<file path="config.mk">
export PLATFORM = sky130hd
export DESIGN_NAME = pwm_channel_bank
export DESIGN_NICKNAME = d
export VERILOG_FILES = /design/src/rtl/pwm_channel_bank.sv
export SDC_FILE = /design/constraint.sdc
export NUM_CORES = 1
export LEC_CHECK = 0
export BUFFER_PORTS_ARGS = -buffer_cell sky130_fd_sc_hd__buf_2
export CAP_MARGIN = 10
export CORE_MARGIN = 2
export CORE_UTILIZATION = 55
export DETAILED_ROUTE_END_ITERATION = 8
export PLACE_DENSITY_LB_ADDON = 0.08
export REMOVE_ABC_BUFFERS = 1
export SETUP_SLACK_MARGIN = 0.5
export SYNTH_ARGS = -nofsm -noshare
export SYNTH_HDL_FRONTEND = slang
export SYNTH_SLANG_ARGS = --single-unit
</file>
<file path="constraint.sdc">
create_clock -name CLK -period 2.48 [get_ports CLK]
set_input_delay 0.372 -clock CLK [delete_from_list [all_inputs] [get_ports CLK]]
set_output_delay 0.372 -clock CLK [all_outputs]
set_load 0.03 [all_outputs]
</file>
<file path="src/rtl/pwm_channel_bank.sv">
// pwm_channel_bank: multi-channel PWM core behind a byte-addressed register file.
// Bytes arrive already deserialised. The first byte of a chip-select window sets
// the address pointer. Each later byte writes the register at the pointer and then
// increments the pointer. All channels share one period and one prescaler. PERIOD
// and DUTY are double-buffered and reach the counter only at a period boundary.
module pwm_channel_bank #(
  parameter int NumOfPWMOutputs = 4
) (
  input  logic                       CLK,
  input  logic                       _RST,
  input  logic                       _CS,
  input  logic                       RXValid,
  input  logic [7:0]                 RXByte,
  output logic [7:0]                 TXByte,
  output logic [NumOfPWMOutputs-1:0] PWMOutputs,
  output logic                       PeriodWrap
);

  localparam int N = NumOfPWMOutputs;

  typedef enum logic {
    ST_ADDR = 1'b0,
    ST_DATA = 1'b1
  } state_e;

  state_e       state_q, state_d;
  logic [7:0]   ptr_q, ptr_d;
  logic [1:0]   ctrl_q, ctrl_d;              // bit0 EN, bit1 INV
  logic [7:0]   period_pend_q, period_pend_d;
  logic [7:0]   period_act_q, period_act_d;
  logic [7:0]   prescale_q, prescale_d;
  logic [N-1:0] chen_q, chen_d;
  logic [7:0]   duty_pend_q [N];
  logic [7:0]   duty_pend_d [N];
  logic [7:0]   duty_act_q  [N];
  logic [7:0]   duty_act_d  [N];
  logic [7:0]   cnt_q, cnt_d;
  logic [7:0]   pcnt_q, pcnt_d;
  logic [7:0]   tx_q, tx_d;
  logic [N-1:0] pwm_q, pwm_d;
  logic         wrap_q, wrap_d;

  logic en, inv, tick, at_end;

  assign en     = ctrl_q[0];
  assign inv    = ctrl_q[1];
  assign tick   = (pcnt_q == prescale_q);
  assign at_end = (cnt_q == period_act_q);

  // Protocol FSM: the first byte loads the pointer, and each later byte writes a register.
  always_comb begin
    // NOTE: every signal driven here gets its hold value first, so no path can leave
    // a signal unassigned and infer a latch.
    state_d       = state_q;
    ptr_d         = ptr_q;
    ctrl_d        = ctrl_q;
    period_pend_d = period_pend_q;
    prescale_d    = prescale_q;
    chen_d        = chen_q;
    duty_pend_d   = duty_pend_q;
    if (RXValid && !_CS) begin
      if (state_q == ST_ADDR) begin
        ptr_d   = RXByte;
        state_d = ST_DATA;
      end else begin
        ptr_d = ptr_q + 8'd1;
        case (ptr_q)
          8'd0:    ctrl_d        = RXByte[1:0];
          8'd1:    period_pend_d = RXByte;
          8'd2:    prescale_d    = RXByte;
          8'd3:    chen_d        = RXByte[N-1:0];
          default: begin
            for (int i = 0; i < N; i++) begin
              if (ptr_q == 8'(4 + i)) duty_pend_d[i] = RXByte;
            end
          end
        endcase
      end
    end
    // A deasserted chip select always re-arms address capture, even after a byte
    // that was sampled on the same edge.
    if (_CS) state_d = ST_ADDR;
  end

  // Prescaler, period counter and shadow load at the wrap.
  always_comb begin
    cnt_d        = cnt_q;
    pcnt_d       = pcnt_q;
    period_act_d = period_act_q;
    duty_act_d   = duty_act_q;
    wrap_d       = 1'b0;
    if (!en) begin
      cnt_d        = 8'd0;
      pcnt_d       = 8'd0;
      period_act_d = period_pend_q;
      duty_act_d   = duty_pend_q;
    end else if (tick) begin
      pcnt_d = 8'd0;
      if (at_end) begin
        cnt_d        = 8'd0;
        period_act_d = period_pend_q;
        duty_act_d   = duty_pend_q;
        wrap_d       = 1'b1;
      end else begin
        cnt_d = cnt_q + 8'd1;
      end
    end else begin
      pcnt_d = pcnt_q + 8'd1;
    end
  end

  // Channel outputs and the readback byte, both registered on the next edge.
  always_comb begin
    for (int i = 0; i < N; i++) begin
      pwm_d[i] = en & chen_q[i] & ((cnt_q < duty_act_q[i]) ^ inv);
    end
    tx_d = 8'h00;
    case (ptr_q)
      8'd0:    tx_d = {6'b0, ctrl_q};
      8'd1:    tx_d = period_pend_q;
      8'd2:    tx_d = prescale_q;
      8'd3:    tx_d = 8'(chen_q);
      default: begin
        for (int i = 0; i < N; i++) begin
          if (ptr_q == 8'(4 + i)) tx_d = duty_pend_q[i];
        end
      end
    endcase
  end

  // State register with synchronous reset. Reset takes priority over any incoming byte.
  always_ff @(posedge CLK) begin
    // NOTE: state updates use non-blocking assignments, so every flop samples the values
    // from before the edge, whatever the statement order.
    if (!_RST) begin
      state_q       <= ST_ADDR;
      ptr_q         <= 8'd0;
      ctrl_q        <= 2'b00;
      period_pend_q <= 8'hFF;
      period_act_q  <= 8'hFF;
      prescale_q    <= 8'd0;
      chen_q        <= {N{1'b1}};
      cnt_q         <= 8'd0;
      pcnt_q        <= 8'd0;
      tx_q          <= 8'h00;
      pwm_q         <= '0;
      wrap_q        <= 1'b0;
      // NOTE: the duty arrays hold only N bytes of flops and have defined reset values,
      // so they reset like any other register instead of being left uninitialised.
      for (int i = 0; i < N; i++) begin
        duty_pend_q[i] <= 8'd0;
        duty_act_q[i]  <= 8'd0;
      end
    end else begin
      state_q       <= state_d;
      ptr_q         <= ptr_d;
      ctrl_q        <= ctrl_d;
      period_pend_q <= period_pend_d;
      period_act_q  <= period_act_d;
      prescale_q    <= prescale_d;
      chen_q        <= chen_d;
      cnt_q         <= cnt_d;
      pcnt_q        <= pcnt_d;
      tx_q          <= tx_d;
      pwm_q         <= pwm_d;
      wrap_q        <= wrap_d;
      duty_pend_q   <= duty_pend_d;
      duty_act_q    <= duty_act_d;
    end
  end

  assign TXByte     = tx_q;
  assign PWMOutputs = pwm_q;
  assign PeriodWrap = wrap_q;

endmodule

</file>
# ---- Word-level counts from Yosys, hierarchy flattened
# Index checks and enable logic that the tools add are counted.
dict set report op_classes {
  bitwise 15
  magnitude_cmp 4
  addsub 3
  n_eq_ne 11
  div_mod_pow 0
  multipliers 0
  n_shift 0
  reduce_logical 17
  muxes 14
}
# cell count
set ops {}
lappend ops {{$mux W32} 3}
lappend ops {{$mux W8} 9}
lappend ops {{$eq A8 B3 Y1 const B} 4}
lappend ops {{$lt A8 B8 Y1} 4}
lappend ops {{$pmux W8 S4} 1}
lappend ops {{$add A8 B1 Y8 const B} 3}
lappend ops {{$eq A8 B2 Y1 const B} 2}
lappend ops {{$eq A8 B8 Y1} 2}
lappend ops {{$reduce_and A4 Y1} 4}
lappend ops {{$reduce_and A3 Y1} 5}
lappend ops {{$and A1 B1 Y1} 8}
lappend ops {{$eq A8 B1 Y1 const B} 1}
lappend ops {{$logic_not A8 Y1} 1}
lappend ops {{$ne A2 B1 Y1 const B} 2}
lappend ops {{$reduce_and A2 Y1} 2}
lappend ops {{$reduce_or A4 Y1} 1}
lappend ops {{$xor A1 B1 Y1} 4}
lappend ops {{$not A1 Y1} 3}
lappend ops {{$reduce_or A3 Y1} 1}
lappend ops {{$reduce_or A2 Y1} 1}
lappend ops {{$logic_and A1 B1 Y1} 1}
lappend ops {{$logic_not A1 Y1} 1}
lappend ops {{$mux W1} 1}
dict set report word_totals {
  mem_bits_ro 0
  ram_bits 0
  n_memories 0
  in_bits 12
  latch_bits 0
  reg_bits 132
  elab_cells 84
}

# ---- Depth between registers and ports, before layout
dict set report logic_depth {
  depth_word 6
  ltp_mapped 8
  ltp_nobuf 7
}

# ---- Worst setup path after synthesis
# OpenSTA, ideal clock, no wires.
dict set report synth_timing {
  kind {register to register}
  from {register cnt_q[5]}
  to {register period_act_q[1]}
  path_slack_ps 517
  setup_time_ps 129
  stages_incl_launch_ff 7
  arrival_time_ps 1834
  path_cell_list {dfxtp_1 xnor2_1 nand4_1 o41ai_4 buf_6 mux2i_1 nand2_1}
}
dict set report synth_between {
  elab_chain_cells 3
}
# item line_no
set synth_rtl {}
lappend synth_rtl {{start: declaration} 37} ;# logic [7:0] cnt_q, cnt_d;
lappend synth_rtl {{start signal: assignment} 162} ;# cnt_q <= cnt_d;
lappend synth_rtl {{$eq A8 B8 Y1} 48} ;# assign at_end = (cnt_q == period_act_q);
lappend synth_rtl {{$ne A2 B1 Y1 (no source line)} -}
lappend synth_rtl {{$reduce_and A2 Y1 (no source line)} -}
lappend synth_rtl {{end signal: assignment} 159} ;# period_act_q <= period_act_d;
lappend synth_rtl {{end: declaration} 30} ;# logic [7:0] period_act_q, period_act_d;
# No other way between the ends.
# A chain may end at the register's enable or synchronous reset.

# ---- Final worst setup path
dict set report layout_timing {
  from {register ptr_q[1]}
  to {register tx_q[2] (netlist: TXByte[2])}
}
dict set report layout_between {
  elab_chain_cells 6
}
# item line_no
set layout_rtl {}
lappend layout_rtl {{start: declaration} 27} ;# logic [7:0] ptr_q, ptr_d;
lappend layout_rtl {{start signal: assignment} 156} ;# ptr_q <= ptr_d;
lappend layout_rtl {{$eq A8 B3 Y1} 125} ;# if (ptr_q == 8'(4 + i)) tx_d = duty_pend_q[i];
lappend layout_rtl {{$mux W8 (4 in a row)} 125}
lappend layout_rtl {{$pmux W8 S4 *} 118} ;# case (ptr_q)
lappend layout_rtl {{end signal: assignment} 164} ;# tx_q <= tx_d;
lappend layout_rtl {{end: declaration} 39} ;# logic [7:0] tx_q, tx_d;
# Mark *: on every way between the ends. The rest lies on a longest branch, timed or not.

==> out/qor.yml <==
firstDrtPassIters: 7
pwr-share-comb: 0.042
regToRegSetupSlack_ps: 560
synth.distinct_cells: 55
final_cell_mix: "145 x nand2_1, 112 x dfxtp_1, 55 x nand3_1"
syn2layout_area_growth_pct: 18.5
grtUsageTotal: 0.289
hold_start: "_CS"
clock_skew_ps: 8.65
routed_wirelength_um: 17800
path_clk_slew_ps: 60
post-route-drc-count: 2
ioPinCount: 25
clk_latency_ps: 420
die_x_um: 113
initialDrtViolationCount: 575
violations: "DRC"
setup_viol: 0
hold_buffers: 0
rr_startpoint: "ptr_q[1]"
synth-edff-count: 0
yosysWarnings: 0
clock_sinks: 132
drive_gt1_frac: 0.145
clockBufferDepth: 2
grt_pass1_wl_um: 28700
crit_type: "reg2reg"
r2r_cells: 5
crit_path_start: "ptr_q[1]"
vdd_ir_drop_max_v: 0.000665
switching_share: 0.200
p_leak_nw: 3.03
antenna_found_initial: 0
cp-end-kind: "register"
stdcell_count: 949
dp_hpwl_um: 12400
cts_tree: "built"
final_area_sq_um: 7750
fin_crit_ps: 1920
synthCells: 773
rows: 39
numCtsBuffers: 17
core-area_sq_um: 11500
diodes: 0
clockPowerShare: 0.572
die_y_um: 113
worstMarginPinSlew_ps: 623
place_congestion: 0.927
power.density_nw_per_um2: 719
overflow: 0
fmax_mhz: 522
netlist_area_sq_um: 6540
required_ps: 2730
hold_class: "in2reg"
synth-seq-area-share: 0.404
finalPower_mw: 5.57
slew_headroom: 0.585
routed_via_density: 6.00
status: "complete, but fails checks"
final_core_util: 0.673
ys_ff_latch: 132
intPower_mw: 4.46
p_sw_mw: 1.11
critPathLaunchType: "register"
start_util: 0.568
worstHoldPathCells: 2
whs_endpoint: "state_q"
rsz0062_at_grt: "true"
postSynthAreaPerCell_sq_um: 8.46
period_share: 0.773
first_global_vias: 5357
place_area_sq_um: 6790
placed_cells: 908
slew_viol_final: 0
ant_nets: 0
cap_violations: 0
worstReg2RegEnd: "TXByte[2]"
die_area_sq_um: 12800
via_count: 5698
nets: 839
hold_viol: 0
yosys_most_used_dff: "dfxtp_1"
path_max_fanout: 14
layout_commonest_cell: "nand2_1"
clockRootBuffer: "clkbuf_16"
avgRoutedWirePerCell_um: 18.8
async_flop_share: 0
htree_num_levels: 4
io_buffers: 24
grt_max_degree: 107
critPathArrivalTime_ps: 2170
seq_power_share: 0.386
==> critical path: stages (launching register included) <==
cell and delay (ps):
dfxtp_1 400, inv_1 110, ha_1 290, buf_4 220, a222oi_1 500, o22ai_1 220
==> power groups by stage <==
stage / combinational (mW) / clock, mW / sequential (mW)
after floorplan: 0.104 / 0 / 2.20
after global placement: 0.222 / 0 / 2.20
after detailed placement: 0.226 / 0 / 2.20
after CTS: 0.231 / 3.21 / 2.15
after global routing: 0.251 / 3.31 / 2.15
final: 0.236 / 3.19 / 2.15
==> cells by family after synthesis <==
group / share of synthesized area
simple gates: 0.231
compound gates: 0.167
flops: 0.404
buf+inv: 0.0455
mux: 0.0583
fa+ha+maj: 0.0650
xor+xnor: 0.0295
==> cell type report <==
| cell class | instances | area [sq um] |
|---|---|---|
| fillers | 940 | 3760 |
| multi-input cells | 565 | 3660 |
| flip-flops and latches | 132 | 2680 |
| clock buffers | 19 | 453 |
| repair buffers | 47 | 369 |
| clock inverters | 13 | 300 |
| well taps | 143 | 179 |
| inverters | 30 | 113 |
==> routing by layer <==
layer	routed length, um	vias to the layer above	GRT usage
li1	-	2755	-
met1	8140	2700	0.387
met2	8080	197	0.455
met3	1000	46	0.0675
met4	621	0	0.113
met5	0	-	0
==> Yosys cell counts, drive strengths merged (6+ instances only) <==
master / number / area share
a21boi: 30 / 0.034
a21oi: 25 / 0.019
a22oi: 7 / 0.0080
and3: 13 / 0.012
and4: 6 / 0.0084
buf: 7 / 0.0059
clkbuf: 39 / 0.022
dfxtp: 132 / 0.40
ha: 34 / 0.065
inv: 30 / 0.017
mux2i: 37 / 0.057
nand2: 145 / 0.083
nand3: 56 / 0.043
nor2: 19 / 0.011
nor2b: 23 / 0.022
nor3b: 11 / 0.013
o21ai: 54 / 0.041
o22ai: 9 / 0.0086
xnor2: 17 / 0.023
==> state kept, by name, summed over array words and instances (netlist names) <==
signal and cells:
PWMOutputs 4, PeriodWrap 1, TXByte 8, chen_q 4, cnt_q 8, ctrl_q 2
duty_act_q 32, duty_pend_q 32, pcnt_q 8, period_act_q 8, period_pend_q 8, prescale_q 8
ptr_q 8, state_q 1
==> what timing repair did <==
| action | 4_1_cts | 5_1_grt |
|---|---|---|
| resized for setup | 7 | 31 |
| endpoints found under the setup margin | 44 | 53 |
| setup buffers | 3 | 4 |
| cloned | 2 | 0 |
| pin swaps | 3 | 5 |
==> per-stage QoR <==
stage          TNS [ps]  hold slack (ps)  worst slack (ps)
3_5_place_dp          0              455               334
2_1_floorplan    -27600              434              -714
5_1_grt               0              132               442
4_1_cts               0              131               522
3_3_place_gp          0              448               409
6_report              0              144               563
==> worst max-delay path by stage <==
stage | end | slack (ps)
after floorplan | period_act_q[0] | -710
after global placement | period_act_q[6] | 410
after detailed placement | period_act_q[1] | 330
after CTS | period_act_q[1] | 520
after global routing | duty_act_q[30] | 440
final | TXByte[2] | 560
Note: power is estimated with default switching activity, not from simulation.
